$ cat src/rtl/hive_reg_mbox.sv
// rtl/hive_reg_mbox.sv - rbus mailbox: RX FIFO popped via DATA, TX holding register, STATUS; irq_o under HIVE_MBOX_IRQ_EN
module hive_reg_mbox #(
  parameter int ALU_W       = 32,
  parameter int RBUS_ADDR_W = 8,
  parameter int ADDR_BASE   = 'h20,
  parameter int RX_DEPTH    = 16
) (
  input  logic                   clk_i,
  input  logic                   rst_n_i,
  input  logic [RBUS_ADDR_W-1:0] rbus_addr_i,
  input  logic                   rbus_wr_i,
  input  logic                   rbus_rd_i,
  input  logic [ALU_W-1:0]       rbus_wr_data_i,
  output logic [ALU_W-1:0]       rbus_rd_data_o,
  input  logic [ALU_W-1:0]       rx_data_i,
  input  logic                   rx_vld_i,
  output logic [ALU_W-1:0]       tx_data_o,
  output logic                   tx_vld_o,
  input  logic                   tx_rdy_i
`ifdef HIVE_MBOX_IRQ_EN
  ,
  output logic                   irq_o
`endif
);

  localparam int                     PTR_W     = $clog2(RX_DEPTH);
  localparam logic [RBUS_ADDR_W-1:0] ADDR_DATA = RBUS_ADDR_W'(ADDR_BASE);
  localparam logic [RBUS_ADDR_W-1:0] ADDR_STAT = RBUS_ADDR_W'(ADDR_BASE + 1);
  localparam logic [PTR_W:0]         LVL_FULL  = (PTR_W + 1)'(RX_DEPTH);
  localparam logic [PTR_W:0]         LVL_ONE   = (PTR_W + 1)'(1);
  localparam logic [PTR_W-1:0]       PTR_ONE   = PTR_W'(1);

  logic [ALU_W-1:0] mem [RX_DEPTH];
  logic [PTR_W-1:0] wr_ptr;
  logic [PTR_W-1:0] rd_ptr;
  logic [PTR_W:0]   level;
  logic             rx_ovf;
  logic             rx_unf;
  logic             tx_ovf;
  logic             tx_vld_q;
  logic [ALU_W-1:0] tx_data_q;
  logic [ALU_W-1:0] rd_data_q;
  logic [ALU_W-1:0] status;

  logic sel_data, sel_stat, rx_empty, rx_full;
  logic pop_req, pop_ok, push_ok, ovf_set, unf_set;
  logic tx_wr, tx_load, tx_ovf_set, w1c;

  // Decode and per-cycle event qualification; a pop on a full FIFO frees a slot for a same-cycle push
  always_comb begin
    sel_data   = (rbus_addr_i == ADDR_DATA);
    sel_stat   = (rbus_addr_i == ADDR_STAT);
    rx_empty   = (level == '0);
    rx_full    = (level == LVL_FULL);
    pop_req    = rbus_rd_i && sel_data;
    pop_ok     = pop_req && !rx_empty;
    unf_set    = pop_req && rx_empty;
    push_ok    = rx_vld_i && (!rx_full || pop_req);
    ovf_set    = rx_vld_i && rx_full && !pop_req;
    tx_wr      = rbus_wr_i && sel_data;
    tx_load    = tx_wr && (!tx_vld_q || tx_rdy_i);
    tx_ovf_set = tx_wr && !tx_load;
    w1c        = rbus_wr_i && sel_stat;
  end

  // STATUS word assembled from the state as it stands before this cycle's updates
  always_comb begin
    status       = '0;
    status[15:0] = 16'(level);
    status[16]   = rx_empty;
    status[17]   = rx_full;
    status[18]   = tx_vld_q;
    status[24]   = rx_ovf;
    status[25]   = rx_unf;
    status[26]   = tx_ovf;
  end

  // FIFO storage; contents need no reset since level gates every read
  always_ff @(posedge clk_i) begin
    if (push_ok) mem[wr_ptr] <= rx_data_i;
  end

  // FIFO pointers and occupancy
  always_ff @(posedge clk_i or negedge rst_n_i) begin
    if (!rst_n_i) begin
      wr_ptr <= '0;
      rd_ptr <= '0;
      level  <= '0;
    end else begin
      if (push_ok) wr_ptr <= wr_ptr + PTR_ONE;
      if (pop_ok)  rd_ptr <= rd_ptr + PTR_ONE;
      if (push_ok && !pop_ok)      level <= level + LVL_ONE;
      else if (pop_ok && !push_ok) level <= level - LVL_ONE;
    end
  end

  // Sticky error flags: W1C on STATUS, a same-cycle set takes priority
  always_ff @(posedge clk_i or negedge rst_n_i) begin
    if (!rst_n_i) begin
      rx_ovf <= 1'b0;
      rx_unf <= 1'b0;
      tx_ovf <= 1'b0;
    end else begin
      rx_ovf <= ovf_set    || (rx_ovf && !(w1c && rbus_wr_data_i[24]));
      rx_unf <= unf_set    || (rx_unf && !(w1c && rbus_wr_data_i[25]));
      tx_ovf <= tx_ovf_set || (tx_ovf && !(w1c && rbus_wr_data_i[26]));
    end
  end

  // TX holding register; data only changes when a write is accepted
  always_ff @(posedge clk_i or negedge rst_n_i) begin
    if (!rst_n_i) begin
      tx_data_q <= '0;
      tx_vld_q  <= 1'b0;
    end else if (tx_load) begin
      tx_data_q <= rbus_wr_data_i;
      tx_vld_q  <= 1'b1;
    end else if (tx_vld_q && tx_rdy_i) begin
      tx_vld_q  <= 1'b0;
    end
  end

  // Registered read data, zero unless a selected read happened last cycle
  always_ff @(posedge clk_i or negedge rst_n_i) begin
    if (!rst_n_i) begin
      rd_data_q <= '0;
    end else begin
      rd_data_q <= '0;
      if (pop_ok)                      rd_data_q <= mem[rd_ptr];
      else if (rbus_rd_i && sel_stat) rd_data_q <= status;
    end
  end

  assign rbus_rd_data_o = rd_data_q;
  assign tx_data_o      = tx_data_q;
  assign tx_vld_o       = tx_vld_q;

`ifdef HIVE_MBOX_IRQ_EN
  logic irq_q;

  // Interrupt follows RX non-empty one cycle after the level register changes
  always_ff @(posedge clk_i or negedge rst_n_i) begin
    if (!rst_n_i) irq_q <= 1'b0;
    else          irq_q <= !rx_empty;
  end

  assign irq_o = irq_q;
`endif

endmodule

$ cat config.mk
export PLATFORM = sky130hd
export DESIGN_NAME = hive_reg_mbox
export DESIGN_NICKNAME = d
export VERILOG_FILES = /design/src/rtl/hive_reg_mbox.sv
export SDC_FILE = /design/constraint.sdc
export NUM_CORES = 1
export LEC_CHECK = 0
export BUFFER_PORTS_ARGS = -buffer_cell sky130_fd_sc_hd__buf_4
export CAP_MARGIN = 20
export CORE_MARGIN = 5
export CORE_UTILIZATION = 50
export DETAILED_ROUTE_END_ITERATION = 7
export PLACE_DENSITY = 0.68
export SYNTH_ARGS = -nofsm -noshare
export SYNTH_HDL_FRONTEND = slang
export SYNTH_SLANG_ARGS = --single-unit
$ cat constraint.sdc
create_clock -name clk_i -period 3.9 [get_ports clk_i]
set_input_delay 0.78 -clock clk_i [delete_from_list [all_inputs] [get_ports clk_i]]
set_output_delay 0.78 -clock clk_i [all_outputs]
set_load 0.01 [all_outputs]
# --- Yosys cells after proc, flatten, opt, wreduce, memory -nomap -nowiden ---
# Memory sizes are Yosys's and may differ from the RTL's.
# Cells that the tools add are included.
word_totals:
  n_memories: 1
  out_inout_bits: 65
  rom_bits: 0
  mem_bits_rw: 512
  ff_bits: 81
  wordCells: 63
  latch_bits: 0
memory_table:
  columns: ["memory", "words", "width", "rd", "rd_clocked_by_memory_dff", "wr", "line", "source"]
  rows:
  - ["mem", 16, 32, 1, 0, 1, "33", "logic [ALU_W-1:0] mem [RX_DEPTH];"]
classes:
  n_lt_le_gt_ge: 0
  n_shift: 0
  n_bitwise: 0
  mux: 8
  reduce_logical: 38
  mul: 0
  div_mod_pow: 0
  n_addsub: 4
  n_eq_ne: 3
ops:
  columns: ["cell", "count"]
  rows:
  - ["32-bit two-way mux", 1]
  - ["27-bit two-way mux", 1]
  - ["1-bit logical AND", 20]
  - ["8-bit by 6-bit == test with 1-bit output (second input constant)", 2]
  - ["1-bit zero test", 10]
  - ["5-bit two-way mux", 2]
  - ["4-bit by 1-bit adder with 4-bit output (second input constant)", 2]
  - ["5-bit by 1-bit adder with 5-bit output (second input constant)", 1]
  - ["5-bit == test (second input constant)", 1]
  - ["5-bit zero test", 1]
  - ["1-bit logical OR", 5]
  - ["5-bit by 1-bit subtractor with 5-bit output (second input constant)", 1]
  - ["1-bit two-way mux", 4]
  - ["2-bit nonzero test", 2]

# --- Longest topological paths before layout ---
# Gate-level depths: netlist of run 1.
logic_depth:
  ltp_word: 8
  depth_mapped: 11
  depth_no_buf: 11

# --- Worst setup path before layout of run 1 ---
# No wires, ideal clock.
synth_timing:
  kind: "input port to flip-flop"
  start: "input port rbus_addr_i[2]"
  end: "memory mem[3][0] (enable)"
  arrival_ns: 4.190
  setup_time_ns: 0.461
  n_path_buf: 0
  slack_ns: -0.751
  cell_stages: 4
  path_cell_list: "or4b_4 o311ai_4 nand3_1 nor3_1"
synth_between:
  elab_chain_cells: 6
synth_rtl:
  columns: ["element", "line", "source"]
  rows:
  - ["start: declaration", "10", "input logic [RBUS_ADDR_W-1:0] rbus_addr_i,"]
  - ["8-bit by 6-bit == test with 1-bit output", "51", "sel_data = (rbus_addr_i == ADDR_DATA);"]
  - ["1-bit logical AND", "55", "pop_req = rbus_rd_i && sel_data;"]
  - ["1-bit logical OR", "58", "push_ok = rx_vld_i && (!rx_full || pop_req);"]
  - ["1-bit logical AND", "58", null]
  - ["1-bit two-way mux", "80", "if (push_ok) mem[wr_ptr] <= rx_data_i;"]
  - ["1-bit two-way mux (implied by the code)", "80", null]
  - ["end: declaration", "33", null]
# Every way passes these cells.

# --- Worst setup path after layout of run 1 ---
layout_timing:
  start: "register level[0]"
  end: "register level[4]"
layout_between:
  elab_chain_cells: 7
layout_rtl:
  columns: ["element", "line", "source"]
  rows:
  - ["start: declaration", "36", "logic [PTR_W:0] level;"]
  - ["start signal: assignment", "92", "if (push_ok && !pop_ok) level <= level + LVL_ONE;"]
  - ["start signal: assignment", "93", "else if (pop_ok && !push_ok) level <= level - LVL_ONE;"]
  - ["5-bit == test *", "54", "rx_full = (level == LVL_FULL);"]
  - ["1-bit zero test *", "58", null]
  - ["1-bit logical OR *", "58", null]
  - ["1-bit logical AND *", "58", null]
  - ["via push_ok", "46", "logic pop_req, pop_ok, push_ok, ovf_set, unf_set;"]
  - ["1-bit zero test", "93", null]
  - ["1-bit logical AND", "93", null]
  - ["2-bit nonzero test (no line)", null, null]
# Mark *: on every way through the listed nets, which the timed path passes. The rest lies on a longest branch. The select of a mux whose other input is x is not followed.
# A chain may end at the register's enable or synchronous reset.

==> results of run 1 <==
## logic make-up after synthesis
group | count (synthesis) | synth area share (%)
adder cells (fa/ha/maj) | 10 | 0.578
buffers and inverters | 68 | 1.81
flip-flops | 593 | 75.8
multiplexers | 227 | 15.6
XOR/XNOR | 10 | 0.382
AND/OR/NAND/NOR | 78 | 1.82
AO/OA/AOI/OAI | 111 | 4.04
## power by group
group	switching [mW]	internal [mW]
clock network	2.29	3.08
logic	0.914	0.568
registers	0.242	7.52
total	3.45	11.2
## cell type report
class / count / area, µm² / share of cell area [%]
diodes: 1 / 2.50 / 0.00933
well taps: 600 / 751 / 2.80
multi-input cells: 436 / 5270 / 19.6
clock buffers: 77 / 1560 / 5.82
repair buffers: 194 / 1520 / 5.66
clock inverters: 31 / 282 / 1.05
inverters: 7 / 28.8 / 0.107
flip-flops and latches: 593 / 17400 / 64.9
## stage by stage
step	setup WS (ns)	cells	hold WS (ns)	area (µm²)	total power [mW]
2_1_floorplan	0.101	1097	0.450	23000	8.66
3_3_place_gp	0.414	1829	0.471	25000	9.35
3_5_place_dp	0.387	1829	0.477	25000	9.38
4_1_cts	0.862	1937	0.187	26800	14.8
5_1_grt	0.693	1938	0.207	26800	15.2
6_report	0.907	1939	0.181	26800	14.6
## sequential cells by signal (all words and copies together), names as in the netlist
name / count
level: 5
mem: 512
rbus_rd_data_o: 32
rd_ptr: 4
rx_ovf: 1
rx_unf: 1
tx_data_o: 32
tx_ovf: 1
tx_vld_o: 1
wr_ptr: 4
## worst paths after layout
kind	startpoint	end	slack, ns	cells past startpoint
setup reg to reg	level[0]$_DFFE_PN0P_	level[4]$_DFFE_PN0P_	0.91	11
max in group asynchronous	rst_n_i	rd_ptr[0]$_DFFE_PN0P_	3.04	2
setup / recovery	level[0]$_DFFE_PN0P_	level[4]$_DFFE_PN0P_	0.91	11
hold reg to reg	rx_ovf$_DFF_PN0_	rbus_rd_data_o[24]$_DFF_PN0_	0.49	1
min in group clk_i	rbus_wr_data_i[5]	tx_data_o[5]$_DFFE_PN0P_	0.41	2
hold / removal	rst_n_i	rbus_rd_data_o[0]$_DFF_PN0_	0.18	1
## cell usage after synthesis (2+ instances only)
cell type  instances  area share, %
edfxtp_1         512             67
mux2i_1          106            4.6
dfrtp_1           81            8.8
mux4_2            68            6.7
o22ai_1           44            1.2
mux2_4            30            2.0
nor3_1            25           0.55
buf_2             20           0.44
a211oi_2          19            1.0
clkbuf_1          19           0.31
mux4_1            18            2.1
nor2_1            16           0.26
a221oi_1          11           0.42
a22o_1            11           0.42
nand2_1           11           0.18
ha_1               9           0.49
o2bb2ai_1          9           0.34
xnor2_1            8           0.31
buf_6              7           0.34
nand3_1            7           0.15
buf_1              6          0.098
inv_1              6          0.098
o21ai_0            6           0.13
mux2_2             5           0.25
nand2b_1           4           0.11
a21oi_1            3          0.065
and2_1             3          0.082
buf_4              3          0.098
clkbuf_8           3           0.18
nor2b_1            3          0.082
a211oi_1           2          0.065
a21o_1             2          0.065
buf_8              2           0.13
nor4b_1            2          0.076
or4b_4             2           0.12
xor2_1             2          0.076
## critical path, delay by kind of cell (launching register included)
family	cells	cell delay, ns
and+or+nand+nor	2	0.85
AOI/OAI and AO/OA	3	0.55
adders and majority gates	2	0.48
DFF	1	0.45
muxes	1	0.23
buffers and inverters	2	0.22
xor gates and xnor gates	1	0.14
## cells in the final DEF, fill, tap and decap left out, drive strengths merged, types with 16 or more instances in the layout
master,synthesis,final
buf,39,194
edfxtp,512,512
mux2,35,35
mux4,86,86
dfrtp,81,81
a211oi,21,21
nor3,26,26
o22ai,44,44
mux2i,106,106
clkbuf,22,77
nor2,16,16
clkinv,0,22
## per-layer routing
layer | GRT usage, % | wire (µm) | vias to the layer above
li1 | - | - | 4905
met1 | 28.3 | 20700 | 5930
met2 | 29.8 | 22800 | 400
met3 | 2.96 | 3160 | 70
met4 | 5.38 | 1070 | 0
met5 | 0 | 0 | -
==> metrics.txt, run 1 <==
outcome=finished clean; antenna violations before repair=1; Clk Latency, worst-skew pair=between 0.6 and 0.7 ns; Syn-to-layout area delta=16.9%; post_cts resized=0; postcts setup bufs=0; HP Class=in2async; Routed Wire Length=47.7 mm; Synthesis Warnings=0; slowest stage cell, crit path=nor4_2; Yosys cell types=between 40 and 50; clk root buf=clkbuf_16; number of nets in the layout=1,377; grt ovf=0; RSZ-0062 raised after global routing=false; proportion of synthesized flip-flops having asynchronous set or reset=between 10 and 15%; critical setup path kind=reg2reg; CP peak stage delay=~0.67 ns; Peak supply drop=438 µV; Buffers on Ports=around 140; I/O Pins=143; WL per Instance=24.6 µm; total clock buffers created by CTS=between 50 and 60; clk sinks=just under 600; crit end category=flip-flop; Detailed Route Iter0 Violations=970; # DRC=0; Mapped Area=roughly 23,000 µm²; Total Routing Usage GR=19.0%; Power Density=~540 nW/µm²; Die ar.=just over 50,000 µm²; RD Place Congestion=approximately 0.75; cts-stage hold buffer count=0; global-route wire length before repair=73.0 mm; die span in x=~220 µm; Via density=approximately 5.8; Post-DP HPWL=between 20 and 30 mm; die height=roughly 220 µm; Seq/Total Area, Yosys=75.8%; clock transition at the registers of the reported paths=around 0.060 ns; row count=78; final worst path period share=76.7%; ys flop type=edfxtp_1; Rel. slew slack=between 20% and 30%; via count=~11,000; clock skew=0.0284 ns; Post-Synthesis Cells=roughly 1,100; #FFs+latches synth=around 590; CTS HTree Levels=2; Post-Syn Area per Cell=approximately 21 µm²; EDFF count, synth=512; TritonCTS clock tree=done; pin count of the biggest net entering global routing=48; max-cap viol count=0; Pre-antenna DRT Iters=5; top fanout value on the critical path=5; Worst EP required=between 4 and 5 ns; core area=around 45,000 µm²; CTS max path bufs=3; Startpoint Class=flip-flop; achievable frequency=334 MHz; vias in the first global route=~12,000; fin util=around three fifths; antenna viol nets, final=0; final setup fails=0; worst slew pin tran=around 1.2 ns; fill count=about 3,200; starting density of the core=50.6%; Syn Nets=1,185; Pins Over Slew Limit=0; Final min period=~3 ns; share of layout cells above drive strength 1=32.0%; Arr. time, crit path=3.51 ns; crit-path cells=nor4_2 -> o311ai_4 -> nand2_1 -> inv_1 -> ha_1 -> inv_1 -> ha_1 -> a21o_1 -> a21oi_1 -> mux2i_1 -> xnor2_1; Final Hold Fails=0; aggregate negative setup slack=0 ns; leakage=~9 nW
(Power assumes the default switching activity.)
==> run 2, diff against run 1 <==
--- a/config.mk
+++ b/config.mk
@@ -10,7 +10,7 @@
 export CORE_MARGIN = 5
 export CORE_UTILIZATION = 50
 export DETAILED_ROUTE_END_ITERATION = 7
-export PLACE_DENSITY = 0.68
+export PLACE_DENSITY = 0.7
 export SYNTH_ARGS = -nofsm -noshare
 export SYNTH_HDL_FRONTEND = slang
 export SYNTH_SLANG_ARGS = --single-unit
==> constraint.sdc (replaced) <==
create_clock -name clk_i -period 2.5 [get_ports clk_i]
set_input_delay 0.5 -clock clk_i [delete_from_list [all_inputs] [get_ports clk_i]]
set_output_delay 0.5 -clock clk_i [all_outputs]
set_load 0.01 [all_outputs]
==> run 2 against run 1 <==
Global-route usage increased by 0.26 points. Count of clock-buffer cells in the layout decreased by 5. Cell area increased by 3.0%.
==> metrics.txt, run 2 (same netlist as run 1, synthesis figures left out) <==
Peak supply drop=568 µV (was 438 µV); top fanout value on the critical path=4 (was 5); pin count of the biggest net entering global routing=40 (was 48); Design Area, Final=27,600 µm² (was 26,800 µm²); crit end category=flip-flop (unchanged); HP Class=in2reg (was in2async); CTS HTree Levels=2 (unchanged); Final Hold Fails=0 (unchanged); Seq pwr share=51.5% (was 53.1%); TritonCTS clock tree=done (unchanged); Placement Cell Area=25,700 µm² (was 25,000 µm²); clock transition at the registers of the reported paths=0.06 ns (about the same); ant diodes=0 (was 1); row count=78 (unchanged); Via density=5.74 (was 5.83); Reg area=17,400 µm² (unchanged); final worst path period share=between 90 and 100%; clock skew=0.0178 ns (was 0.0284 ns); Pins Over Slew Limit=0 (unchanged); share of layout cells above drive strength 1=34.5% (was 32.0%); via count=11,400 (was 11,300); die span in x=224 µm (unchanged); max-cap viol count=0 (unchanged); # DRC=0 (unchanged); area of the multi-input gates=5320 µm² (was 5270 µm²); Post-DP HPWL=29.8 mm (was 28.4 mm); worst slew pin tran=1.04 ns (was 1.17 ns); starting density of the core=50.6% (unchanged); Comb pwr share=11.9% (was 10.1%); Syn-to-layout area delta=20.4% (was 16.9%); Clk Latency, worst-skew pair=0.61 ns (about the same); Rel. slew slack=30.5% (was 21.6%); clk root buf=clkbuf_16 (unchanged); Detailed Route Iter0 Violations=1,020 (was 970); antenna violations before repair=0 (was 1); Sw Pwr=5.45 mW (was 3.45 mW); grt ovf=0 (unchanged); power share of the clock group=36.5% (was 36.8%); max reg flops=512 (unchanged); Total Routing Usage GR=19.3% (was 19.0%); achievable frequency=just over 400 MHz; Routed Wire Length=48.5 mm (was 47.7 mm); placed insts=1,868 (was 1,829); Buffers on Ports=142 (unchanged); die height=224 µm (unchanged); Final min period=~2.4 ns; critical setup path kind=in2reg (was reg2reg); fin util=60.9% (was 59.1%); final cell count without fillers=1,976 (was 1,939); Top reg by flops=mem (unchanged); most frequent cells in the layout=edfxtp_1, buf_4, mux2i_1, dfrtp_1, mux4_2 (unchanged); most common cell after layout, fill and taps aside=edfxtp_1 (unchanged); vias in the first global route=12,000 (was 11,600); hold slack=0.127 ns (was 0.181 ns); fill count=3,155 (was 3,235); leakage=9.38 nW (was 9.07 nW); Startpoint Class=input pin (was flip-flop); Power Density=847 nW/µm² (was 545 nW/µm²); I/O Pins=143 (unchanged); number of nets in the layout=1,418 (was 1,377); Arr. time, crit path=2.94 ns (was 3.51 ns); final setup fails=0 (unchanged); Worst EP required=3.02 ns (was 4.41 ns); Die ar.=50,300 µm² (unchanged); Int Pwr=17.9 mW (was 11.2 mW); clk sinks=593 (unchanged); CTS max path bufs=3 (unchanged); global-route wire length before repair=73.7 mm (was 73.0 mm); outcome=finished clean (unchanged); Pre-antenna DRT Iters=5 (unchanged); total clock buffers created by CTS=57 (unchanged); WL per Instance=24.5 µm (was 24.6 µm); RD Place Congestion=0.781 (was 0.750); antenna viol nets, final=0 (unchanged); Sw Ratio=23.3% (was 23.6%); core area=45,400 µm² (unchanged)
-- run 2: path summary, 6_finish.rpt --
path,slack (ns),from,to,cells past startpoint
worst max-delay path,0.08,rbus_addr_i[2],level[4]$_DFFE_PN0P_,12
worst min-delay path,0.13,rbus_wr_data_i[29],tx_data_o[29]$_DFFE_PN0P_,2
worst max register to register,0.14,level[3]$_DFFE_PN0P_,level[3]$_DFFE_PN0P_,13
worst min register to register,0.49,rx_ovf$_DFF_PN0_,rbus_rd_data_o[24]$_DFF_PN0_,1
max in group asynchronous,1.30,rst_n_i,level[0]$_DFFE_PN0P_,4
min in group asynchronous,0.44,rst_n_i,rbus_rd_data_o[2]$_DFF_PN0_,2
-- run 2: power groups by stage --
stage / Sequential, mW / Combinational [mW] / Clock [mW]
5_1_grt: 12.1 / 2.99 / 9.15
6_report: 12.1 / 2.79 / 8.54
2_1_floorplan: 12.1 / 1.44 / 0
3_5_place_dp: 12.3 / 2.72 / 0
4_1_cts: 12.1 / 2.75 / 8.71
3_3_place_gp: 12.2 / 2.65 / 0
-- run 2: per-layer routing --
| layer | vias up | routed length, µm | GRT usage (%) |
|---|---|---|---|
| met5 | - | 0 | 0 |
| met4 | 0 | 1110 | 5.44 |
| met3 | 72 | 3150 | 3.41 |
| met2 | 393 | 23600 | 31.5 |
| met1 | 5890 | 20600 | 27.2 |
| li1 | 4997 | - | - |
-- run 2: per-stage QoR --
| stage | TNS [ns] | total power [mW] | setup WS (ns) |
|---|---|---|---|
| CTS | 0 | 23.5 | 0.00687 |
| global route | -0.0252 | 24.3 | -0.0252 |
| global placement | -100.73 | 14.9 | -0.603 |
| finish | 0 | 23.4 | 0.0787 |
| detailed placement | -112.74 | 15.0 | -0.680 |
| floorplan | -240.56 | 13.6 | -0.568 |
-- run 2: critical path, stage by stage --
cell	delay, ns
buf_4	0.12
or4b_4	0.56
o311ai_4	0.30
nand2_1	0.13
inv_2	0.08
ha_4	0.14
inv_4	0.05
fa_2	0.36
a21o_1	0.19
a21oi_2	0.15
mux2i_1	0.23
xnor2_1	0.14
-- run 2: area by class of cell --
type	count	area share [%]
Timing Repair Buffer	235	8.11
Tap cell	600	2.72
Sequential cell	593	63.0
Clock buffer	72	5.47
Clock inverter	33	1.29
Multi-Input combinational cell	436	19.3
Inverter	7	0.113
-- run 2: what timing repair did --
item / in CTS / in global routing
setup buffers: 1 / 1
setup endpoints to repair: 1 / 2
hold endpoints to repair: 30 / 0
hold buffers: 1 / 0
resized for setup: 2 / 8
pin swaps: 1 / 8
